[src/rtl/mem_port_arbiter.sv]
// Shares one fixed-latency single-ported memory between the fetch (I) and data (D) ports.
// One access at a time: IDLE grants, BUSY drives the memory, and RESP pulses the owner's ack.
`timescale 1ns/1ps
module mem_port_arbiter #(
    parameter int WAIT_CYCLES = 1,
    parameter int AW = 32,
    parameter int DW = 32
) (
    input  logic          clk,
    input  logic          reset,
    input  logic          if_req,
    input  logic [AW-1:0] if_addr,
    output logic [DW-1:0] if_rdata,
    output logic          if_ack,
    input  logic          dm_cs,
    input  logic          dm_r,
    input  logic          dm_w,
    input  logic [AW-1:0] dm_addr,
    input  logic [DW-1:0] dm_wdata,
    output logic [DW-1:0] dm_rdata,
    output logic          dm_ack,
    output logic          stall_f,
    output logic          stall_m,
    output logic          mem_en,
    output logic          mem_we,
    output logic [AW-1:0] mem_addr,
    output logic [DW-1:0] mem_wdata,
    input  logic [DW-1:0] mem_rdata
);
    localparam logic [1:0] ST_IDLE = 2'd0;
    localparam logic [1:0] ST_BUSY = 2'd1;
    localparam logic [1:0] ST_RESP = 2'd2;
    localparam logic [3:0] CNT_LOAD = 4'(WAIT_CYCLES - 1);

    logic [1:0]    state_reg;
    logic [3:0]    cnt_reg;
    logic [1:0]    d_streak_reg;
    logic [1:0]    d_streak_next;
    logic          owner_reg;      // 1 = data port owns the access
    logic          mem_en_reg;
    logic          mem_we_reg;
    logic [AW-1:0] mem_addr_reg;
    logic [DW-1:0] mem_wdata_reg;

    logic dm_valid;
    logic grant_d;
    logic grant_i;
    logic finish;

    assign dm_valid = dm_cs & (dm_r | dm_w);
    // Data wins ties unless it has already taken two grants in a row past a waiting fetch.
    assign grant_d  = (state_reg == ST_IDLE) && dm_valid && !((d_streak_reg == 2'd2) && if_req);
    assign grant_i  = (state_reg == ST_IDLE) && !grant_d && if_req;
    assign finish   = (state_reg == ST_BUSY) && (cnt_reg == 4'd0);

    always_comb begin
        d_streak_next = d_streak_reg;
        if (grant_i) begin
            d_streak_next = 2'd0;
        end else if (grant_d) begin
            if (!if_req) begin
                d_streak_next = 2'd0;
            end else if (d_streak_reg != 2'd2) begin
                d_streak_next = d_streak_reg + 2'd1;
            end
        end
    end

    always_ff @(posedge clk or posedge reset) begin
        if (reset) begin
            state_reg     <= ST_IDLE;
            cnt_reg       <= 4'd0;
            d_streak_reg  <= 2'd0;
            owner_reg     <= 1'b0;
            mem_en_reg    <= 1'b0;
            mem_we_reg    <= 1'b0;
            mem_addr_reg  <= '0;
            mem_wdata_reg <= '0;
        end else begin
            d_streak_reg <= d_streak_next;
            case (state_reg)
                ST_IDLE: begin
                    if (grant_d || grant_i) begin
                        state_reg     <= ST_BUSY;
                        owner_reg     <= grant_d;
                        cnt_reg       <= CNT_LOAD;
                        mem_en_reg    <= 1'b1;
                        mem_we_reg    <= grant_d & dm_w;
                        mem_addr_reg  <= grant_d ? dm_addr : if_addr;
                        mem_wdata_reg <= grant_d ? dm_wdata : '0;
                    end
                end
                ST_BUSY: begin
                    if (cnt_reg == 4'd0) begin
                        state_reg  <= ST_RESP;
                        mem_en_reg <= 1'b0;
                        mem_we_reg <= 1'b0;
                    end else begin
                        cnt_reg <= cnt_reg - 4'd1;
                    end
                end
                ST_RESP: begin
                    state_reg <= ST_IDLE;
                end
                default: begin
                    state_reg <= ST_IDLE;
                end
            endcase
        end
    end

    // Per-port response channel: index 0 is fetch, index 1 is data.
    genvar gi;
    generate
        for (gi = 0; gi < 2; gi++) begin : g_chan
            localparam logic OWN = (gi == 1);
            logic          ack_reg;
            logic [DW-1:0] rdata_reg;

            always_ff @(posedge clk or posedge reset) begin
                if (reset) begin
                    ack_reg   <= 1'b0;
                    rdata_reg <= '0;
                end else begin
                    ack_reg <= finish && (owner_reg == OWN);
                    if (finish && (owner_reg == OWN) && !mem_we_reg) begin
                        rdata_reg <= mem_rdata;
                    end
                end
            end
        end
    endgenerate

    assign if_ack    = g_chan[0].ack_reg;
    assign if_rdata  = g_chan[0].rdata_reg;
    assign dm_ack    = g_chan[1].ack_reg;
    assign dm_rdata  = g_chan[1].rdata_reg;

    assign stall_f   = if_req & ~if_ack;
    assign stall_m   = dm_valid & ~dm_ack;

    assign mem_en    = mem_en_reg;
    assign mem_we    = mem_we_reg;
    assign mem_addr  = mem_addr_reg;
    assign mem_wdata = mem_wdata_reg;
endmodule

[config.mk]
export PLATFORM = sky130hd
export DESIGN_NAME = mem_port_arbiter
export DESIGN_NICKNAME = d
export VERILOG_FILES = /design/src/rtl/mem_port_arbiter.sv
export SDC_FILE = /design/constraint.sdc
export NUM_CORES = 1
export LEC_CHECK = 0
export CORE_AREA = 5 5 135 137
export CTS_CLUSTER_DIAMETER = 150
export DETAILED_ROUTE_END_ITERATION = 8
export DIE_AREA = 0 0 140 142
export GPL_TIMING_DRIVEN = 0
export PLACE_DENSITY = 0.69
export SLEW_MARGIN = 5
export SYNTH_ARGS = -nofsm -noshare
export SYNTH_HDL_FRONTEND = slang
export SYNTH_SLANG_ARGS = --single-unit
[constraint.sdc]
create_clock -name clk -period 14.5 [get_ports clk]
set_clock_uncertainty 0.1 [all_clocks]
set_input_delay 2.175 -clock clk [delete_from_list [all_inputs] [get_ports clk]]
set_output_delay 2.175 -clock clk [all_outputs]
set_load 0.05 [all_outputs]
# Word-level counts from Yosys, hierarchy flattened
# Cells that the tools add are included.
# word_totals
regBits	141
latchBits	0
ram_bits	0
mem_bits_ro	0
inputBits	134
out_inout_bits	134
n_memories	0
# op_classes
add_sub_neg	2
n_mul	0
n_div	0
n_lt_le_gt_ge	0
eq_ne	7
shift	0
n_mux	17
n_bitwise	8
reduce_logical	23
# ops
cell	n
$mux 32	2
$mux 2	6
$logic_and 1x1->1	10
$mux 4	2
$pmux 4 s2	1
$reduce_and 2->1	3
$reduce_and 3->1	2
$and 1x1->1	4
$logic_not 4->1	1
$ne 2x1->1 const B	2
$ne 2x2->1 const B	2
$pmux 1 s2	2
$pmux 2 s2	1
$reduce_bool 2->1	2
$sub 4x1->4 const B	1
$logic_not 1->1	3
$mux 1	3
$ne 3x1->1 const B	1
$not 1->1	3
$add 2x1->2 const B	1
$eq 2x1->1 const B	1
$eq 2x2->1 const B	1
$logic_not 2->1	1
$logic_or 1x1->1	1
$or 1x1->1	1

# Logic depth before layout (Yosys ltp)
# depth
ltp_word	10
mapped_depth	8
ltp_nobuf	7

# Least setup slack after synthesis
# OpenSTA, ideal clock, no wires.
# synth_path
path_kind	input -> output
start	input dm_r
end	output stall_m
arrival_ns	2.948
required_time_ns	12.225
setup_slack_ns	9.277
cell_stages	2
cell_sequence	o21ai_0 -> nor2_1
# synth_via
elab_chain_len	3
# synth_rtl
item	line	source
start, declared	16	input logic dm_r,
$or 1x1->1	50	assign dm_valid = dm_cs & (dm_r | dm_w);
$and 1x1->1	50	
$and 1x1->1	140	assign stall_m = dm_valid & ~dm_ack;
end, declared	23	output logic stall_m,
# No other way between the ends.

# Final worst setup path
# Same ends and word-level chain as after synthesis.

==> impl_metrics.csv <==
group,metric,value,unit
setup_path,crit_top_cell,"clkdlybuf4s50_1",
timing,slew_headroom,13.4,%
setup_path,slowest_stage,"clkdlybuf4s50_1",
timing,fin_crit,6080,ps
global_routing,use_met2,28.6,%
clocking,cts-root-buf,"clkbuf_16",
cells_and_area,layout-drive-gt1-share,14.5,%
clocking,clk_pin_slew,60,ps
cells_and_area,seqCellArea,3530,sq um
synth,synth-seq-area-share,60.7,%
cells_and_area,diodes,0,
global_routing,overflow,0,
clocking,htreeDepth,4,
global_routing,antenna_found_initial,0,
global_routing,grt_pass1_wl,27500,um
run,drv_cap,0,
synth,synth_area,5820,sq um
cells_and_area,nets,897,
place,placed_cell_area,8800,sq um
global_routing,use_met3,8.53,%
global_routing,grt_use_met1,20.6,%
synth,yosysUniqueCellTypes,30,
timing,finalCritPeriodShare,41.9,%
clocking,ctsResizeCount,0,
timing,fmax,0.165,GHz
cells_and_area,syn2layout_area_growth,60.8,%
clocking,cts_tree,"done",
route,viasPerCell,4.68,
power,power_density,269,nW/um^2
setup_path,cpPeakStageDelay,850,ps
clocking,numCtsBuffers,17,
route,wl_per_cell,17.3,um
global_routing,grt.total_usage,17.6,%
synth,synth_seq_cells,141,
route,vias,4672,
place,place_hpwl,13200,um
cells_and_area,design_area,9350,sq um
synth,yosys_warnings,0,
setup_path,startpoint_type,"input port",
route,drtIter0Drc,147,
route,wl,17300,um
floorplanning,core_area,16900,sq um
timing,rsz0062_at_grt,"false",
place,io_buffers,267,
setup_path,cp_max_fo,2,
route,drtPass1Iterations,5,
global_routing,grt.busiest_layer,"met2",
clocking,clockBufferDepth,2,
global_routing,grt_max_degree,74,
global_routing,grt_pass1_vias,5067,
clocking,clk_latency,410,ps
power,leakage,4.14,nW
clocking,hold_buffers,0,
synth,netlist_instances,473,
synth,avgSynthCellArea,12.3,sq um
timing,tns,0,ps
status,outcome,"complete, no violations",
floorplanning,dieHeight,142,um
clocking,cts_setup_buffers,0,
floorplanning,die_w,140,um
clocking,clkSinkCount,141,
setup_path,critPathCaptureType,"output pin",
synth,yosys.area.top_type,"dfrtp_1",
cells_and_area,multi_input_area,2120,sq um
floorplanning,row_count,48,
synth,ys_top_cells_by_area,"dfrtp_1 (61%), mux2_4 (7.7%), nand2_1 (6.8%)",
synth,synth.top_cell.area_share,60.7,%
timing,slew_viol_final,0,
floorplanning,start_util,34.3,%
synth,synth_nets,610,
setup_path,worstPathRequired,12230,ps
timing,hold_violations,0,
floorplanning,die-area,19900,sq um
setup_path,arrival,3800,ps
power,peakVddDrop,0.153,mV
place,gp_congestion,0.812,
cells_and_area,nFillCells,1455,
timing,worst_pin_slew,1300,ps
setup_path,criticalPathCategory,"input port to output pin",
hold_path,hp-class,"flop to flop",
timing,setup_viol_count_final,0,
route,drc_errors,0,
floorplanning,num_io_pins,268,
route,ant_nets,0,
setup_path,path_cells,"clkdlybuf4s50_1, o21ai_0, nor2_1, clkdlybuf4s50_1",
worst max-delay path: cells and delay by family:
family | cells | cell delay (ps)
AO/OA/AOI/OAI | 1 | 170
buffers and inverters | 2 | 1330
AND/OR/NAND/NOR | 1 | 120
layer usage:
metal	share of wire [%]	routed length (um)
met3	11	1850
met1	40	6830
met4	2.1	359
met2	48	8240
met5	0	0
kinds of logic (layout without fill, tap and decap cells):
kind of cell	Yosys count	after routing	synth area share (%)
adders and majority gates	3	3	0.646
DFF	141	141	60.7
AOI/OAI and AO/OA	78	78	7.27
and+or+nand+nor	122	122	8.74
muxes	96	96	19.8
buffers and inverters	33	333	2.84
final cells by class:
class / instances / share of cell area [%]
inverter: 5 / 0.254
tap: 225 / 3.01
timing repair buffer: 268 / 28.9
buffer: 28 / 1.57
clock inverter: 13 / 1.26
multi-input combinational: 299 / 22.7
clock buffer: 19 / 4.63
sequential: 141 / 37.7
cells in the mapped netlist (all sizes together):
| library cell | number |
|---|---|
| nand2 | 105 |
| o22ai | 1 |
| a21o | 1 |
| and2b | 1 |
| or3 | 2 |
| nand3 | 2 |
| a311o | 1 |
| buf | 14 |
| inv | 5 |
| o2bb2ai | 2 |
| and2 | 1 |
| o21ai | 70 |
| nand3b | 3 |
| o21a | 1 |
| mux2i | 32 |
| clkbuf | 14 |
| nand2b | 2 |
| a2111oi | 2 |
| and3 | 1 |
| or3b | 1 |
| nor2b | 1 |
| ha | 3 |
| mux2 | 64 |
| nor2 | 3 |
| dfrtp | 141 |
through the flow:
stage / utilization, % / setup slack [ps] / std cells / hold WS, ps / total power (W)
2_1_floorplan: - / 8440 / 473 / 350 / 0.00162
3_3_place_gp: 51.8 / 6540 / 965 / 368 / 0.00210
3_5_place_dp: 52.0 / 8410 / 966 / 371 / 0.00213
4_1_cts: 55.2 / 8420 / 998 / 386 / 0.00254
5_1_grt: 55.2 / 8350 / 998 / 415 / 0.00264
6_report: 55.2 / 8420 / 998 / 376 / 0.00252
final timing paths:
check	slack, ps	cells after the start	endpoint	startpoint
setup reg to reg	11570	7	mem_wdata[2]$_DFFE_PP0P_	d_streak_reg[0]$_DFFE_PP0P_
hold reg to reg	380	2	mem_en$_DFFE_PP0P_	mem_en$_DFFE_PP0P_
hold / removal	380	2	mem_en$_DFFE_PP0P_	mem_en$_DFFE_PP0P_
min in group asynchronous	2140	2	if_rdata[28]$_DFFE_PP0P_	reset
setup / recovery	8420	4	stall_m	dm_r
max in group asynchronous	11370	3	mem_wdata[17]$_DFFE_PP0P_	reset
report_power, final:
part	internal [W]	leakage, nW	switching, W
Combinational	0.000527	2.16	0.000899
Clock	0.000237	0.261	0.000170
Sequential	0.000577	1.72	0.000105
layout by cell type, fill, tap and decap left out, types with 3 or more instances in the layout:
| master | instances |
|---|---|
| nor2_1 | 3 |
| mux2i_1 | 32 |
| mux2_4 | 30 |
| buf_2 | 9 |
| ha_1 | 3 |
| clkdlybuf4s50_1 | 267 |
| dfrtp_1 | 141 |
| clkbuf_1 | 16 |
| o21ai_0 | 70 |
| buf_6 | 4 |
| nand2_1 | 105 |
| clkbuf_16 | 17 |
| nand3b_1 | 3 |
| mux2_2 | 34 |
| clkinvlp_4 | 4 |
| clkinv_2 | 4 |
| inv_1 | 4 |
Power figures use the tool's default switching activity.
